## config.mk

```make
export PLATFORM = sky130hd
export DESIGN_NAME = psg_bus_arbiter
export DESIGN_NICKNAME = d
export VERILOG_FILES = /design/src/rtl/psg_ctl_pkg.sv /design/src/rtl/psg_cmd_fifo.sv /design/src/rtl/psg_bus_arbiter.sv
export SDC_FILE = /design/constraint.sdc
export NUM_CORES = 1
export LEC_CHECK = 0
export CORE_MARGIN = 3
export CORE_UTILIZATION = 40
export CTS_BUF_LIST = sky130_fd_sc_hd__clkbuf_4 sky130_fd_sc_hd__clkbuf_8
export DETAILED_ROUTE_END_ITERATION = 10
export REMOVE_ABC_BUFFERS = 1
export SYNTH_ARGS = -nofsm -noshare
export SYNTH_HDL_FRONTEND = slang
export SYNTH_SLANG_ARGS = --single-unit
export TNS_END_PERCENT = 1
```

## constraint.sdc

```tcl
create_clock -name CLK -period 3.93 [get_ports CLK]
set_input_delay 0.5895 -clock CLK [delete_from_list [all_inputs] [get_ports CLK]]
set_output_delay 0.5895 -clock CLK [all_outputs]
set_load 0.1 [all_outputs]
```

## src/rtl/psg_ctl_pkg.sv

```systemverilog
`default_nettype none
// ============================================================================
// psg_ctl_pkg : shared types and constants for the TurboSound bus arbiter
// Rev 1.0
// ============================================================================
package psg_ctl_pkg;

    typedef enum logic {
        OP_ADDR = 1'b0,
        OP_DATA = 1'b1
    } op_kind_e;

    typedef enum logic [2:0] {
        ST_IDLE = 3'd0,
        ST_SEL  = 3'd1,
        ST_ADR  = 3'd2,
        ST_DAT  = 3'd3,
        ST_RD   = 3'd4,
        ST_GAP  = 3'd5
    } state_e;

    typedef enum logic [1:0] {
        SRC_CPU_WR = 2'd0,
        SRC_CPU_RD = 2'd1,
        SRC_LD     = 2'd2
    } src_e;

    typedef struct packed {
        op_kind_e   kind;
        logic [7:0] data;
    } cmd_t;

    localparam logic [7:0] SEL_AY0 = 8'hFE;
    localparam logic [7:0] SEL_AY1 = 8'hFF;

    // First bus state needed to reach {chip_tgt, reg_tgt} from the latched context.
    function automatic state_e next_bus_state(
        input logic       chip_vld,
        input logic       chip_cur,
        input logic       reg_vld,
        input logic [7:0] reg_cur,
        input logic       chip_tgt,
        input logic [7:0] reg_tgt,
        input logic       is_rd
    );
        if (!chip_vld || (chip_cur != chip_tgt)) return ST_SEL;
        if (!reg_vld || (reg_cur != reg_tgt))    return ST_ADR;
        return is_rd ? ST_RD : ST_DAT;
    endfunction

endpackage
`default_nettype wire

```

## src/rtl/psg_cmd_fifo.sv

```systemverilog
`default_nettype none
// ============================================================================
// psg_cmd_fifo : synchronous FIFO queueing CPU port writes for the arbiter
// Rev 1.0
// ============================================================================
module psg_cmd_fifo #(
    parameter int DEPTH = 4,
    parameter int WIDTH = 9
) (
    input  logic             CLK,
    input  logic             RESET_N,
    input  logic             push,
    input  logic [WIDTH-1:0] din,
    input  logic             pop,
    output logic [WIDTH-1:0] dout,
    output logic             full,
    output logic             empty
);
    localparam int AW = $clog2(DEPTH);

    logic [WIDTH-1:0] r_mem [DEPTH];
    logic [AW:0]      r_wr_ptr;
    logic [AW:0]      r_rd_ptr;
    logic             w_do_push;
    logic             w_do_pop;

    // Extra pointer bit distinguishes full from empty when indices match.
    assign full      = (r_wr_ptr[AW-1:0] == r_rd_ptr[AW-1:0]) && (r_wr_ptr[AW] != r_rd_ptr[AW]);
    assign empty     = (r_wr_ptr == r_rd_ptr);
    assign w_do_push = push && !full;
    assign w_do_pop  = pop && !empty;
    assign dout      = r_mem[r_rd_ptr[AW-1:0]];

    always_ff @(posedge CLK or negedge RESET_N) begin
        if (!RESET_N) begin
            r_wr_ptr <= '0;
            r_rd_ptr <= '0;
        end else begin
            if (w_do_push) r_wr_ptr <= r_wr_ptr + 1'b1;
            if (w_do_pop)  r_rd_ptr <= r_rd_ptr + 1'b1;
        end
    end

    always_ff @(posedge CLK) begin
        if (w_do_push) r_mem[r_wr_ptr[AW-1:0]] <= din;
    end

endmodule
`default_nettype wire

```

## src/rtl/psg_bus_arbiter.sv

```systemverilog
`default_nettype none
// ============================================================================
// psg_bus_arbiter : shares the TurboSound BDIR/BC bus between Z80 and loader
// Rev 1.0
// ============================================================================
module psg_bus_arbiter
    import psg_ctl_pkg::*;
#(
    parameter int FIFO_DEPTH = 4
) (
    input  logic       CLK,
    input  logic       RESET_N,
    input  logic       CE,
    input  logic       cpu_addr_wr,
    input  logic       cpu_data_wr,
    input  logic [7:0] cpu_di,
    input  logic       cpu_rd,
    output logic [7:0] cpu_do,
    output logic       cpu_wait,
    output logic       fifo_ovf,
    input  logic       ld_req,
    input  logic       ld_chip,
    input  logic [3:0] ld_reg,
    input  logic [7:0] ld_data,
    output logic       ld_ack,
    output logic       psg_bdir,
    output logic       psg_bc,
    output logic [7:0] psg_di,
    input  logic [7:0] psg_do,
    output logic       busy
);
    localparam int CMD_W = $bits(cmd_t);

    state_e           r_state;
    state_e           w_state_nxt;
    state_e           w_route;
    src_e             r_src;
    src_e             w_src;
    logic             r_txn_done;
    logic             r_sh_chip;
    logic [7:0]       r_sh_reg;
    logic             r_ctx_chip_vld;
    logic             r_ctx_chip;
    logic             r_ctx_reg_vld;
    logic [7:0]       r_ctx_reg;
    logic [7:0]       r_psg_di;
    logic [7:0]       w_di_nxt;
    logic [7:0]       r_cpu_do;
    logic             r_rd_done;
    logic             r_ld_ack;
    logic             r_fifo_ovf;
    logic             w_start;
    logic             w_pop_addr;
    logic             w_pop;
    logic             w_push;
    logic             w_fifo_full;
    logic             w_fifo_empty;
    logic [CMD_W-1:0] w_head_raw;
    cmd_t             w_head;
    cmd_t             w_push_cmd;
    logic             w_tgt_chip;
    logic [7:0]       w_tgt_reg;
    logic [7:0]       w_tgt_data;
    logic             w_bus_done;

    // A simultaneous addr+data strobe keeps only the address write.
    assign w_push = cpu_addr_wr | cpu_data_wr;

    always_comb begin
        w_push_cmd.kind = cpu_addr_wr ? OP_ADDR : OP_DATA;
        w_push_cmd.data = cpu_di;
    end

    psg_cmd_fifo #(
        .DEPTH (FIFO_DEPTH),
        .WIDTH (CMD_W)
    ) u_fifo (
        .CLK     (CLK),
        .RESET_N (RESET_N),
        .push    (w_push),
        .din     (w_push_cmd),
        .pop     (w_pop),
        .dout    (w_head_raw),
        .full    (w_fifo_full),
        .empty   (w_fifo_empty)
    );

    assign w_head = cmd_t'(w_head_raw);

    always_comb begin
        w_start    = 1'b0;
        w_pop_addr = 1'b0;
        w_src      = r_src;
        if (r_state == ST_IDLE) begin
            if (!w_fifo_empty) begin
                if (w_head.kind == OP_ADDR) begin
                    w_pop_addr = 1'b1;
                end else begin
                    w_src   = SRC_CPU_WR;
                    w_start = 1'b1;
                end
            end else if (cpu_rd && !r_rd_done) begin
                w_src   = SRC_CPU_RD;
                w_start = 1'b1;
            end else if (ld_req) begin
                w_src   = SRC_LD;
                w_start = 1'b1;
            end
        end
    end

    always_comb begin
        w_tgt_chip = r_sh_chip;
        w_tgt_reg  = r_sh_reg;
        w_tgt_data = w_head.data;
        if (w_src == SRC_LD) begin
            w_tgt_chip = ld_chip;
            w_tgt_reg  = {4'h0, ld_reg};
            w_tgt_data = ld_data;
        end
    end

    assign w_route = next_bus_state(r_ctx_chip_vld, r_ctx_chip, r_ctx_reg_vld, r_ctx_reg,
                                    w_tgt_chip, w_tgt_reg, w_src == SRC_CPU_RD);
    assign w_bus_done = CE && (r_state inside {ST_SEL, ST_ADR, ST_DAT, ST_RD});
    assign w_pop = w_pop_addr || (r_state == ST_DAT && CE && r_src == SRC_CPU_WR);

    always_comb begin
        w_state_nxt = r_state;
        case (r_state)
            ST_IDLE:                      if (w_start) w_state_nxt = w_route;
            ST_SEL, ST_ADR, ST_DAT, ST_RD: if (CE) w_state_nxt = ST_GAP;
            ST_GAP:                       w_state_nxt = r_txn_done ? ST_IDLE : w_route;
            default:                      w_state_nxt = ST_IDLE;
        endcase
    end

    // DI is loaded for the upcoming bus state and otherwise held, so GAP keeps the old value.
    always_comb begin
        w_di_nxt = r_psg_di;
        case (w_state_nxt)
            ST_SEL:  w_di_nxt = w_tgt_chip ? SEL_AY1 : SEL_AY0;
            ST_ADR:  w_di_nxt = w_tgt_reg;
            ST_DAT:  w_di_nxt = w_tgt_data;
            default: w_di_nxt = r_psg_di;
        endcase
    end

    always_comb begin
        psg_bdir = 1'b0;
        psg_bc   = 1'b0;
        case (r_state)
            ST_SEL, ST_ADR: begin
                psg_bdir = 1'b1;
                psg_bc   = 1'b1;
            end
            ST_DAT:  psg_bdir = 1'b1;
            ST_RD:   psg_bc   = 1'b1;
            default: ;
        endcase
    end

    always_ff @(posedge CLK or negedge RESET_N) begin
        if (!RESET_N) begin
            r_state        <= ST_IDLE;
            r_src          <= SRC_CPU_WR;
            r_txn_done     <= 1'b0;
            r_sh_chip      <= 1'b1;
            r_sh_reg       <= 8'h00;
            r_ctx_chip_vld <= 1'b0;
            r_ctx_chip     <= 1'b0;
            r_ctx_reg_vld  <= 1'b0;
            r_ctx_reg      <= 8'h00;
            r_psg_di       <= 8'h00;
            r_cpu_do       <= 8'h00;
            r_rd_done      <= 1'b0;
            r_ld_ack       <= 1'b0;
            r_fifo_ovf     <= 1'b0;
        end else begin
            r_state  <= w_state_nxt;
            r_psg_di <= w_di_nxt;
            if (w_start) begin
                r_src      <= w_src;
                r_txn_done <= 1'b0;
            end
            if (w_bus_done && (r_state == ST_DAT || r_state == ST_RD)) r_txn_done <= 1'b1;
            // SEL also latches 0xFE/0xFF as the address inside the chip.
            if (w_bus_done && r_state == ST_SEL) begin
                r_ctx_chip_vld <= 1'b1;
                r_ctx_chip     <= w_tgt_chip;
                r_ctx_reg_vld  <= 1'b0;
            end
            if (w_bus_done && r_state == ST_ADR) begin
                r_ctx_reg_vld <= 1'b1;
                r_ctx_reg     <= w_tgt_reg;
            end
            if (w_pop_addr) begin
                if (w_head.data[7:1] == SEL_AY0[7:1]) r_sh_chip <= w_head.data[0];
                else                                   r_sh_reg  <= w_head.data;
            end
            if (w_bus_done && r_state == ST_RD) begin
                r_cpu_do  <= psg_do;
                r_rd_done <= 1'b1;
            end else if (!cpu_rd) begin
                r_rd_done <= 1'b0;
            end
            r_ld_ack <= w_bus_done && (r_state == ST_DAT) && (r_src == SRC_LD);
            if ((cpu_addr_wr && cpu_data_wr) || (w_push && w_fifo_full)) r_fifo_ovf <= 1'b1;
        end
    end

    assign psg_di   = r_psg_di;
    assign cpu_do   = r_cpu_do;
    assign cpu_wait = cpu_rd & ~r_rd_done;
    assign fifo_ovf = r_fifo_ovf;
    assign ld_ack   = r_ld_ack;
    assign busy     = (r_state != ST_IDLE) || !w_fifo_empty;

endmodule
`default_nettype wire

```

==> run_results.csv <==
group,metric,value,unit
worst_setup_path,worstReg2RegStart,"u_fifo.r_rd_ptr[1]$_DFFE_PN0P_",
placed_design,io_buffers,57,
clock_tree,cts-buffers-inserted,9,
synth,async_flop_share,58.62,%
finish,flip_flop_count_of_the_largest_register_after_layout,36,
clock_tree,post_cts_buffers,0,
finish,layout-area-overhead-vs-synth,23.10,%
timing,post_route_minimum_period,3.326,ns
route,first_iter_violations,120,
timing,timing.max_slew.rel_slack,34.58,%
clock_tree,worst_setup_hold_path_clk_slew,0.09,ns
clock_tree,cts_hold_buffers,0,
synth,post_synth_inst_count,330,
clock_tree,clk_latency,0.35,ns
route,routed_wire_length_per_instance,16.39,um
route,wl,8636,um
worst_setup_path,reg2reg_slack,0.60,ns
floorplan,core-area,9819,sq um
timing,fmax,300.7,MHz
route,vias,2699,
worst_setup_path,timing.critical_path.to_type,"flip-flop",
synth,yosysUniqueCellTypes,50,
placed_design,placed_wire_length_estimate_after_detailed_placement,6367,um
global_routing,vias_in_the_first_global_route,2758,
timing,timing.final.hold_violations,0,
global_routing,antenna_found_initial,0,
synth,yosys_warnings,0,
clock_tree,cts_sinks,87,
synth,post_synth_main_area_contributors,"sky130_fd_sc_hd__dfrtp_1 (31%), sky130_fd_sc_hd__edfxtp_1 (27%), sky130_fd_sc_hd__mux4_2 (5.0%)",
route,final_antenna_net_count,0,
floorplan,die_area,11430,sq um
finish,n_antenna_cell,0,
clock_tree,cts-resized-gates,0,
global_routing,grt_overflow_total,0,
clock_tree,cts-htree-levels,3,
route,dr.pass1.iters,4,
worst_setup_path,launching_element_type_of_the_critical_path,"flip-flop",
timing,report.final.slew_viol_count,0,
clock_tree,tritoncts,"done",
clock_tree,clk_path_buf_depth,2,
global_routing,grt_first_pass_wirelength,14320,um
job,max_cap_violations,0,
synth,postSynthAreaPerCell,12.35,sq um
floorplan,die_h,106.9,um
worst_setup_path,reg2regPathDepth,9,
synth,syn_area,4074,sq um
synth,synth_enable_flop_cells,36,
finish,drive_above_1_share,13.96,%
synth,post-synth-top-count-cell,"sky130_fd_sc_hd__dfrtp_1",
worst_setup_path,critical_path.reg2reg.endpoint,"psg_di[6]$_DFFE_PN0P_",
floorplan,die_w,106.9,um
synth,cell_taking_the_most_area_after_synthesis,"sky130_fd_sc_hd__dfrtp_1",
floorplan,starting_density_of_the_core,41.49,%
timing,grt_setup_unrepaired,"no",
worst_setup_path,critical_path_type,"reg2reg",
timing,setup-violations-final,0,
floorplan,floorplan.rows,36,
placed_design,finalWeightedCongestion,0.8283,
clock_tree,clk_root_buffer_cell,"sky130_fd_sc_hd__clkbuf_8",
status,outcome,"finished clean",
synth,ys.flop_type,"sky130_fd_sc_hd__dfrtp_1",
timing,setup_total_negative_slack,0,ns
synth,post_synth_most_frequent_cells,"sky130_fd_sc_hd__dfrtp_1 (50), sky130_fd_sc_hd__edfxtp_1 (36), sky130_fd_sc_hd__nand2_1 (28)",
worst_setup_path,critical_path_peak_fanout,17,
synth,ys_ff_latch,87,
worst_setup_path,worst_path_arrival_time,3.62,ns
route,post-route-drc-count,0,
floorplan,io_pins,58,
synth,synth_top_area_share,30.71,%
global_routing,grt_usage,16.28,%
worst_setup_path,cp.required,4.22,ns
global_routing,grt_max_degree,29,
finish,layout.nets,430,
synth,fraction_of_the_yosys_area_taken_by_sequential_cells,57.89,%
timing,clock_skew,0.007540,ns
route,routed_via_density,5.121,
timing,max_slew.worst_pin.slew,0.9782,ns
min_path,hold_path_class,"in2async",
timing,timing.final.crit_share,84.62,%
## cell usage in the layout (no fill, tap or decap), drive strengths merged, types with 5 or more instances in the layout
master,count
buf,8
clkbuf,9
nand2b,5
nor2,18
mux4,9
clkdlybuf4s50,53
and2,5
and3,6
nand2,28
nand3,12
mux2i,10
dfrtp,50
edfxtp,36
o211ai,6
mux2,17
o21ai,14
ha,5
xnor2,11
nor3,5
a21oi,12
inv,22
## per-layer routing
layer	part of all wire [%]	track usage [%]
met1	45	21.85
met2	49	26.39
met3	3.9	3.070
met4	2.2	6.119
met5	0	0
## area by class of cell
cell class              count  area (sq um)
well taps                 133         166.4
flip-flops and latches     87          2359
fillers                   911          4805
repair buffers             61         588.1
multi-input cells         211          1579
clock inverters             7         127.6
clock buffers               9         123.9
inverters                  19         71.32
## logic make-up (layout without fill, tap and decap cells)
logic type | after synthesis | after routing | synth area share [%]
AOI/OAI and AO/OA | 63 | 63 | 10.90
DFF | 87 | 87 | 57.89
adders and majority gates | 5 | 5 | 1.536
and+or+nand+nor | 92 | 92 | 10.96
xor gates and xnor gates | 15 | 15 | 3.225
muxes | 36 | 36 | 12.13
buffers and inverters | 32 | 96 | 3.348
## critical path, cell delays in order, from the launching register on
cell	delay, ns
sky130_fd_sc_hd__dfrtp_1	0.66
sky130_fd_sc_hd__mux4_2	0.42
sky130_fd_sc_hd__a31oi_1	0.28
sky130_fd_sc_hd__o21ai_1	0.20
sky130_fd_sc_hd__and3_1	0.25
sky130_fd_sc_hd__mux2i_1	0.16
sky130_fd_sc_hd__o311ai_4	0.67
sky130_fd_sc_hd__nand3_1	0.25
sky130_fd_sc_hd__nand2b_1	0.24
sky130_fd_sc_hd__o21a_1	0.14
## worst max path at each step
stage | start | endpoint | slack (ns) | cells after the start
after floorplan | u_fifo.r_rd_ptr[0]$_DFFE_PN0P_ | psg_di[0]$_DFFE_PN0P_ | 0.45 | 9
after global placement | cpu_rd | psg_di[4]$_DFFE_PN0P_ | 0.71 | 10
after detailed placement | u_fifo.r_rd_ptr[1]$_DFFE_PN0P_ | psg_di[6]$_DFFE_PN0P_ | 0.59 | 9
after CTS | u_fifo.r_rd_ptr[1]$_DFFE_PN0P_ | psg_di[6]$_DFFE_PN0P_ | 0.56 | 9
after global routing | u_fifo.r_rd_ptr[1]$_DFFE_PN0P_ | psg_di[6]$_DFFE_PN0P_ | 0.23 | 9
final | u_fifo.r_rd_ptr[1]$_DFFE_PN0P_ | psg_di[6]$_DFFE_PN0P_ | 0.60 | 9
## per-stage QoR
step                      utilization, %  std cells  worst slack [ns]  area, sq um  hold WS (ns)
after floorplan                        -        317            0.4467         4009        0.2939
after global placement             48.51        511            0.7115         4763        0.4546
after detailed placement           48.51        511            0.5922         4763        0.4646
after CTS                          51.07        527            0.5591         5015        0.2636
after global routing               51.07        527            0.2347         5015        0.2993
final                              51.07        527            0.6045         5015        0.2588
Power is left out: the tool's default activity adds up to more than one toggle a clock period on the data nets, which glitch-free logic cannot reach.
